### src/rtl/pc_sequencer_pkg.sv
// ----------------------------------------------------------------------------
// pc_sequencer_pkg
// Shared definitions for the RV32I multi-cycle control sequencer:
//   - base opcode constants (instruction bits [6:0])
//   - next-PC source encodings, also used by the program counter block
//   - sequencer state encoding
//   - trap cause codes
//   - opcode classification helpers
// No ports (package).
// ----------------------------------------------------------------------------
package pc_sequencer_pkg;

  // Base opcodes
  localparam logic [6:0] OP_R      = 7'b0110011;
  localparam logic [6:0] OP_IMM    = 7'b0010011;
  localparam logic [6:0] OP_LOAD   = 7'b0000011;
  localparam logic [6:0] OP_STORE  = 7'b0100011;
  localparam logic [6:0] OP_BRANCH = 7'b1100011;
  localparam logic [6:0] OP_JAL    = 7'b1101111;
  localparam logic [6:0] OP_JALR   = 7'b1100111;
  localparam logic [6:0] OP_LUI    = 7'b0110111;
  localparam logic [6:0] OP_AUIPC  = 7'b0010111;

  // Next-PC source select
  localparam logic [1:0] PJUMP_PC4 = 2'b00;
  localparam logic [1:0] PJUMP_IMM = 2'b01;
  localparam logic [1:0] PJUMP_ALU = 2'b10;

  // Sequencer states
  localparam logic [2:0] ST_FETCH  = 3'd0;
  localparam logic [2:0] ST_DECODE = 3'd1;
  localparam logic [2:0] ST_EXEC   = 3'd2;
  localparam logic [2:0] ST_MEM    = 3'd3;
  localparam logic [2:0] ST_WB     = 3'd4;
  localparam logic [2:0] ST_TRAP   = 3'd5;

  // Trap causes
  localparam logic [1:0] CAUSE_NONE    = 2'b00;
  localparam logic [1:0] CAUSE_ILLEGAL = 2'b01;
  localparam logic [1:0] CAUSE_IMEM_TO = 2'b10;
  localparam logic [1:0] CAUSE_DMEM_TO = 2'b11;

  // True for the nine RV32I base opcodes this core executes.
  function automatic logic is_legal_op(input logic [6:0] op);
    logic legal;
    case (op)
      OP_R, OP_IMM, OP_LOAD, OP_STORE, OP_BRANCH,
      OP_JAL, OP_JALR, OP_LUI, OP_AUIPC: legal = 1'b1;
      default:                           legal = 1'b0;
    endcase
    return legal;
  endfunction

  // Stores and branches are the only legal instructions without a destination.
  function automatic logic writes_rd(input logic [6:0] op);
    return (op != OP_STORE) && (op != OP_BRANCH);
  endfunction

endpackage

### src/rtl/pc_sequencer_if.sv
// ----------------------------------------------------------------------------
// pc_sequencer_if
// Request/acknowledge handshake between the sequencer and the instruction
// and data memories.
//   imem_req  sequencer -> imem : instruction fetch request
//   imem_ack  imem -> sequencer : instruction data valid
//   dmem_req  sequencer -> dmem : data access request
//   dmem_we   sequencer -> dmem : data access is a write
//   dmem_ack  dmem -> sequencer : data access complete
// master: the sequencer side; slave: the memory side.
// ----------------------------------------------------------------------------
interface pc_sequencer_if;
  logic imem_req;
  logic imem_ack;
  logic dmem_req;
  logic dmem_we;
  logic dmem_ack;

  modport master (
    output imem_req,
    output dmem_req,
    output dmem_we,
    input  imem_ack,
    input  dmem_ack
  );

  modport slave (
    input  imem_req,
    input  dmem_req,
    input  dmem_we,
    output imem_ack,
    output dmem_ack
  );
endinterface

### src/rtl/pc_sequencer_branch_cond.sv
// ----------------------------------------------------------------------------
// branch_cond
// Combinational branch-condition evaluator.
//   funct3   in  3  branch type (instruction bits [14:12])
//   alu_zero in  1  rs1 == rs2
//   alu_lt   in  1  signed rs1 < rs2
//   alu_ltu  in  1  unsigned rs1 < rs2
//   taken    out 1  branch condition holds
//   illegal  out 1  funct3 is not a defined branch type (010, 011)
// ----------------------------------------------------------------------------
module branch_cond (
  input  logic [2:0] funct3,
  input  logic       alu_zero,
  input  logic       alu_lt,
  input  logic       alu_ltu,
  output logic       taken,
  output logic       illegal
);

  always_comb begin
    taken   = 1'b0;
    illegal = 1'b0;
    case (funct3)
      3'b000:  taken = alu_zero;   // BEQ
      3'b001:  taken = !alu_zero;  // BNE
      3'b100:  taken = alu_lt;     // BLT
      3'b101:  taken = !alu_lt;    // BGE
      3'b110:  taken = alu_ltu;    // BLTU
      3'b111:  taken = !alu_ltu;   // BGEU
      default: illegal = 1'b1;
    endcase
  end

endmodule

### src/rtl/pc_sequencer.sv
// ----------------------------------------------------------------------------
// pc_sequencer
// Multi-cycle control FSM for the RV32I core:
// FETCH -> DECODE -> EXEC -> (MEM) -> WB -> FETCH, with an absorbing TRAP.
// Parameters:
//   WAIT_LIMIT  max cycles a memory request waits for its ack
//   CNT_W       wait counter width, 2**CNT_W > WAIT_LIMIT
// Ports:
//   clk, rst          clock, asynchronous active-low reset
//   opcode, funct3    fields from the instruction register
//   alu_zero/lt/ltu   ALU compare flags for branches
//   bus               memory handshakes (pc_sequencer_if.master)
//   ir_load           load the instruction register
//   reg_we, pc_we     register file / PC write enables
//   jump, jump_sel    non-sequential next PC and its source
//   trap, trap_cause  sticky halt and its reason
// ----------------------------------------------------------------------------
module pc_sequencer
  import pc_sequencer_pkg::*;
#(
  parameter int WAIT_LIMIT = 255,
  parameter int CNT_W      = 8
) (
  input  logic                 clk,
  input  logic                 rst,
  input  logic [6:0]           opcode,
  input  logic [2:0]           funct3,
  input  logic                 alu_zero,
  input  logic                 alu_lt,
  input  logic                 alu_ltu,
  pc_sequencer_if.master       bus,
  output logic                 ir_load,
  output logic                 reg_we,
  output logic                 pc_we,
  output logic                 jump,
  output logic [1:0]           jump_sel,
  output logic                 trap,
  output logic [1:0]           trap_cause
);

  // The wait that ends on this cycle without an ack is the timeout.
  localparam logic [CNT_W-1:0] LAST_WAIT = CNT_W'(WAIT_LIMIT - 1);
  localparam logic [CNT_W-1:0] CNT_SAT   = CNT_W'(WAIT_LIMIT);

  logic [2:0]       r_state;
  logic [CNT_W-1:0] r_cnt;
  logic             r_taken;
  logic [1:0]       r_cause;

  logic [2:0]       w_state_nxt;
  logic [CNT_W-1:0] w_cnt_nxt;
  logic             w_taken_nxt;
  logic [1:0]       w_cause_nxt;
  logic [CNT_W-1:0] w_cnt_inc;
  logic             w_timeout;
  logic             w_br_taken;
  logic             w_br_illegal;
  logic             w_is_load;
  logic             w_is_store;
  logic             w_is_branch;
  logic             w_is_jal;
  logic             w_is_jalr;

  assign w_is_load   = (opcode == OP_LOAD);
  assign w_is_store  = (opcode == OP_STORE);
  assign w_is_branch = (opcode == OP_BRANCH);
  assign w_is_jal    = (opcode == OP_JAL);
  assign w_is_jalr   = (opcode == OP_JALR);

  branch_cond u_branch_cond (
    .funct3  (funct3),
    .alu_zero(alu_zero),
    .alu_lt  (alu_lt),
    .alu_ltu (alu_ltu),
    .taken   (w_br_taken),
    .illegal (w_br_illegal)
  );

  // Saturating wait counter; an ack in the timeout cycle still wins.
  assign w_cnt_inc = (r_cnt == CNT_SAT) ? r_cnt : r_cnt + CNT_W'(1);
  assign w_timeout = (r_cnt >= LAST_WAIT);

  always_comb begin
    w_state_nxt = r_state;
    w_cnt_nxt   = r_cnt;
    w_taken_nxt = r_taken;
    w_cause_nxt = r_cause;
    case (r_state)
      ST_FETCH: begin
        if (bus.imem_ack) begin
          w_cnt_nxt   = '0;
          w_state_nxt = ST_DECODE;
        end else begin
          w_cnt_nxt = w_cnt_inc;
          if (w_timeout) begin
            w_state_nxt = ST_TRAP;
            w_cause_nxt = CAUSE_IMEM_TO;
          end
        end
      end
      ST_DECODE: begin
        if (is_legal_op(opcode)) begin
          w_state_nxt = ST_EXEC;
        end else begin
          w_state_nxt = ST_TRAP;
          w_cause_nxt = CAUSE_ILLEGAL;
        end
      end
      ST_EXEC: begin
        w_taken_nxt = w_is_branch & w_br_taken;
        if (w_is_branch && w_br_illegal) begin
          w_state_nxt = ST_TRAP;
          w_cause_nxt = CAUSE_ILLEGAL;
        end else if (w_is_load || w_is_store) begin
          w_state_nxt = ST_MEM;
        end else begin
          w_state_nxt = ST_WB;
        end
      end
      ST_MEM: begin
        if (bus.dmem_ack) begin
          w_cnt_nxt   = '0;
          w_state_nxt = ST_WB;
        end else begin
          w_cnt_nxt = w_cnt_inc;
          if (w_timeout) begin
            w_state_nxt = ST_TRAP;
            w_cause_nxt = CAUSE_DMEM_TO;
          end
        end
      end
      ST_WB:   w_state_nxt = ST_FETCH;
      ST_TRAP: w_state_nxt = ST_TRAP;
      default: w_state_nxt = ST_FETCH;
    endcase
  end

  always_ff @(posedge clk or negedge rst) begin
    if (!rst) begin
      r_state <= ST_FETCH;
      r_cnt   <= '0;
      r_taken <= 1'b0;
      r_cause <= CAUSE_NONE;
    end else begin
      r_state <= w_state_nxt;
      r_cnt   <= w_cnt_nxt;
      r_taken <= w_taken_nxt;
      r_cause <= w_cause_nxt;
    end
  end

  // Outputs decode from registered state; ir_load alone follows the ack
  // directly and is held low while reset is asserted.
  always_comb begin
    bus.imem_req = (r_state == ST_FETCH);
    bus.dmem_req = (r_state == ST_MEM);
    bus.dmem_we  = (r_state == ST_MEM) & w_is_store;
    ir_load      = (r_state == ST_FETCH) & bus.imem_ack & rst;
    pc_we        = (r_state == ST_WB);
    reg_we       = (r_state == ST_WB) & writes_rd(opcode);
    jump         = 1'b0;
    jump_sel     = PJUMP_PC4;
    if (r_state == ST_WB) begin
      if (w_is_jal) begin
        jump     = 1'b1;
        jump_sel = PJUMP_IMM;
      end else if (w_is_jalr) begin
        jump     = 1'b1;
        jump_sel = PJUMP_ALU;
      end else if (w_is_branch && r_taken) begin
        jump     = 1'b1;
        jump_sel = PJUMP_IMM;
      end
    end
    trap       = (r_state == ST_TRAP);
    trap_cause = r_cause;
  end

endmodule

### src/flat_wrapper.sv
// flat-port wrapper written by rule: the top's interface ports become plain ports
module pc_sequencer_flat import pc_sequencer_pkg::*;
#(
  parameter int WAIT_LIMIT = 255,
  parameter int CNT_W      = 8
)
  (clk, rst, opcode, funct3, alu_zero, alu_lt, alu_ltu, ir_load, reg_we, pc_we, jump, jump_sel, trap, trap_cause, bus_imem_req, bus_dmem_req, bus_dmem_we, bus_imem_ack, bus_dmem_ack);
  pc_sequencer_if bus_i ();
  input  logic clk;
  input  logic rst;
  input  logic [6:0] opcode;
  input  logic [2:0] funct3;
  input  logic alu_zero;
  input  logic alu_lt;
  input  logic alu_ltu;
  output logic ir_load;
  output logic reg_we;
  output logic pc_we;
  output logic jump;
  output logic [1:0] jump_sel;
  output logic trap;
  output logic [1:0] trap_cause;
  output wire logic [$bits(bus_i.imem_req)-1:0] bus_imem_req;
  output wire logic [$bits(bus_i.dmem_req)-1:0] bus_dmem_req;
  output wire logic [$bits(bus_i.dmem_we)-1:0] bus_dmem_we;
  input wire logic [$bits(bus_i.imem_ack)-1:0] bus_imem_ack;
  input wire logic [$bits(bus_i.dmem_ack)-1:0] bus_dmem_ack;
  assign bus_imem_req = bus_i.imem_req;
  assign bus_dmem_req = bus_i.dmem_req;
  assign bus_dmem_we = bus_i.dmem_we;
  assign bus_i.imem_ack = bus_imem_ack;
  assign bus_i.dmem_ack = bus_dmem_ack;
  pc_sequencer #(.WAIT_LIMIT(WAIT_LIMIT), .CNT_W(CNT_W)) u_core (.clk(clk), .rst(rst), .opcode(opcode), .funct3(funct3), .alu_zero(alu_zero), .alu_lt(alu_lt), .alu_ltu(alu_ltu), .bus(bus_i), .ir_load(ir_load), .reg_we(reg_we), .pc_we(pc_we), .jump(jump), .jump_sel(jump_sel), .trap(trap), .trap_cause(trap_cause));
endmodule
### config.mk
export PLATFORM = sky130hd
export DESIGN_NAME = pc_sequencer_flat
export DESIGN_NICKNAME = d
export VERILOG_FILES = /design/src/rtl/pc_sequencer_pkg.sv /design/src/rtl/pc_sequencer_if.sv /design/src/rtl/pc_sequencer_branch_cond.sv /design/src/rtl/pc_sequencer.sv /design/src/flat_wrapper.sv
export SDC_FILE = /design/constraint.sdc
export NUM_CORES = 1
export LEC_CHECK = 0
export BUFFER_PORTS_ARGS = -buffer_cell sky130_fd_sc_hd__buf_2
export CAP_MARGIN = 40
export CORE_MARGIN = 1
export CORE_UTILIZATION = 30
export DETAILED_ROUTE_END_ITERATION = 10
export HOLD_SLACK_MARGIN = 0.02
export RECOVER_POWER = 50
export SYNTH_ARGS = -nofsm -noshare
export SYNTH_HDL_FRONTEND = slang
export SYNTH_HIERARCHICAL = 1
export SYNTH_SLANG_ARGS = --single-unit
### constraint.sdc
create_clock -name clk -period 4.1 [get_ports clk]
set_input_delay 0.205 -clock clk [delete_from_list [all_inputs] [get_ports clk]]
set_output_delay 0.205 -clock clk [all_outputs]
set_load 0.03 [all_outputs]
==> results.json <==
{
  "hold_start": "opcode[6]",
  "setup_viol": 0,
  "die_x_um": 62.2,
  "postCtsSetupRepairBufs": 0,
  "first_iter_violations": 41,
  "synthDistinctLibCells": 44,
  "worst_ep_arrival_time_ns": 1.88,
  "die_h_um": 62.2,
  "numCtsBuffers": 3,
  "r2r-end": "u_core/trap_cause[0]",
  "ys_seq_area_share_pct": 32.2,
  "nets": 189,
  "wl_um": 2770,
  "dieArea_um2": 3870,
  "tightest_slew_ns": 0.816,
  "crit_type": "reg2out",
  "gp_congestion": 0.833,
  "regToRegSetupSlack_ns": 2.24,
  "status": "completed",
  "async_flop_share_pct": 100,
  "wl_met1_um": 1280,
  "syn-cell-area_um2": 1090,
  "cts_tree": "done",
  "cts_sinks": 14,
  "viasPerCell": 5.28,
  "rsz0062_at_grt": "false",
  "finalPower_w": 0.000572,
  "r2r-start": "u_core/r_state[2]",
  "hold_path_depth": 3,
  "layout_setup_ws_ns": 2.02,
  "grt_pass1_vias": 1086,
  "max_cap_viol_count": 0,
  "htreeDepth": 1,
  "rr_worst_depth": 4,
  "post-route-min-period_ns": 2.08,
  "min_period_over_period_pct": 50.8,
  "crit_fanout": 12,
  "grt_max_degree": 16,
  "relSlewSlack_pct": 45.6,
  "p_int_w": 0.000301,
  "numPortBuffers": 28,
  "ant_nets": 0,
  "drtPass1Iterations": 4,
  "cp-start-kind": "flip-flop",
  "clock_skew_ns": 0.00722,
  "ir_drop_mv": 0.257,
  "drc": 0,
  "core_area_um2": 3420,
  "dp_worst_setup_slack_ns": 2.29,
  "drv_slew": 0,
  "grtUsageTotal_pct": 15.0,
  "hpwl_um": 2150,
  "start_util_pct": 31.9,
  "worstPathRequired_ns": 3.89,
  "tns_ns": 0,
  "vias": 1129,
  "fmax_mhz": 480,
  "synth_edf_count": 0,
  "clkTransAtPathRegs_ns": 0.08,
  "avgSynthCellArea_um2": 7.78,
  "syn_to_final_growth_pct": 18.0,
  "hold_end": "u_core/r_taken",
  "p_clk_share_pct": 13.2,
  "yosysWarnings": 6,
  "routed-wl-met2_um": 1350,
  "synth_top_area_share_pct": 32.2,
  "final-hold-violation-count": 0,
  "dpl.cell_count": 210,
  "rows": 21,
  "synth_area_leaders": "dfrtp_1, nor2_1, a21oi_1",
  "io_pins": 29,
  "dr_wl_met3_um": 136,
  "end_kind": "output port",
  "ys_ff_latch": 14,
  "syn_inst": 140,
  "synthFlopType": "dfrtp_1",
  "cts_buffer_depth": 2,
  "p_sw_share_pct": 47.3,
  "powerDensity_nw_per_um2": 445,
  "sequentialPowerShare_pct": 43.5,
  "cts_root_buffer": "clkbuf_4",
  "clk_latency_ns": 0.27,
  "p_leak_nw": 0.549,
  "grt_antenna_before_repair": 0,
  "drive_gt1_share_pct": 20.8,
  "syn-num-nets": 159,
  "n_antenna_cell": 0,
  "fin_cells": 214,
  "power_switching_w": 0.000271,
  "synth_top_area_cell": "dfrtp_1",
  "topRoutingLayerUsed": "met4",
  "power_frac_comb_pct": 43.2,
  "min_path_type": "in2reg",
  "grt_pass1_wl_um": 4740,
  "avgRoutedWirePerCell_um": 12.9,
  "grt_overflow": 0
}
==> cells in the mapped netlist (2+ instances only) <==
master / n
o21ai_0: 9
or3_1: 2
buf_2: 2
a21o_1: 3
o211ai_1: 2
a21oi_1: 13
nand3_1: 6
nor3b_1: 2
a31oi_1: 3
dfrtp_1: 14
o31ai_1: 2
nor2_2: 2
inv_1: 9
nor2_1: 20
xnor2_1: 3
and3_1: 2
nor3_1: 4
ha_1: 2
nand2_1: 14
nor2b_1: 2
==> cell type report <==
class	instances	area [um^2]
fill	369	2130
timing repair buffer	29	145
multi-input combinational	113	676
inverter	9	33.8
sequential	14	350
tap	46	57.6
clock buffer	3	22.5
==> worst max-delay path: stages, from the launching register on <==
cell and delay, ns:
dfrtp_1 0.52, or2_1 0.35, nor2_1 0.17, nand3_1 0.15, nor3b_1 0.20, buf_2 0.22
==> placed cells by master, fill, tap and decap left out, drive strengths merged, types with 3 or more instances in the layout <==
master / Yosys / layout
nand3: 6 / 6
dfrtp: 14 / 14
a21oi: 13 / 13
xnor2: 3 / 3
o21ai: 9 / 9
inv: 9 / 9
nor2: 22 / 22
a21o: 3 / 3
nand2: 14 / 14
clkbuf: 0 / 7
nor3: 4 / 4
buf: 4 / 24
a31oi: 3 / 3
==> per-layer routing <==
| layer | global-route usage [%] | up-vias |
|---|---|---|
| li1 | - | 568 |
| met1 | 18.9 | 529 |
| met2 | 26.4 | 30 |
| met3 | 2.76 | 2 |
| met4 | 3.49 | 0 |
| met5 | 0 | - |
==> state kept, by name (all words and copies together) (netlist names) <==
| register | cells |
|---|---|
| u_core/r_cnt | 8 |
| u_core/r_state | 3 |
| u_core/r_taken | 1 |
| u_core/trap_cause | 2 |
==> power by group through the flow <==
stage,clock network [W],logic [W],registers (W)
final,0.0000758,0.000247,0.000249
after global placement,0,0.000238,0.000245
after global routing,0.0000878,0.000275,0.000256
after floorplan,0,0.000210,0.000214
after detailed placement,0,0.000248,0.000247
after CTS,0.0000813,0.000250,0.000245
==> through the flow <==
stage               area, um^2  hold slack (ns)  utilization (%)
floorplan                 1090          -0.0906                -
global placement          1260            0.125             36.8
detailed placement        1260            0.130             36.8
CTS                       1290            0.255             37.8
global route              1280            0.266             37.6
finish                    1280            0.269             37.6
==> how the worst max path moves through the flow <==
stage | start | to | slack, ns | depth (start not counted)
after floorplan | u_core/r_state[0] | jump_sel[1] | 1.69 | 5
after global placement | u_core/r_state[2] | u_core/trap_cause[0] | 2.33 | 4
after detailed placement | u_core/r_state[2] | u_core/trap_cause[0] | 2.29 | 4
after CTS | u_core/r_state[0] | jump_sel[1] | 2.03 | 5
after global routing | u_core/r_state[0] | jump_sel[1] | 1.84 | 5
final | u_core/r_state[0] | jump_sel[1] | 2.02 | 5
==> cell families after synthesis <==
group                    after synthesis  synth area share, %
adder cells (fa/ha/maj)                2                 2.30
multiplexers                           1                0.920
AO/OA/AOI/OAI                         43                 25.9
XOR/XNOR                               3                 2.41
AND/OR/NAND/NOR                       64                 30.6
buffers and inverters                 13                 5.75
flip-flops                            14                 32.2
==> timing repair <==
action / CTS / global route
hold buffers: 1 / 0
resized for setup: 0 / 0
hold endpoints to repair: 14 / 0
No activity file was read; power rests on OpenSTA's default activity.
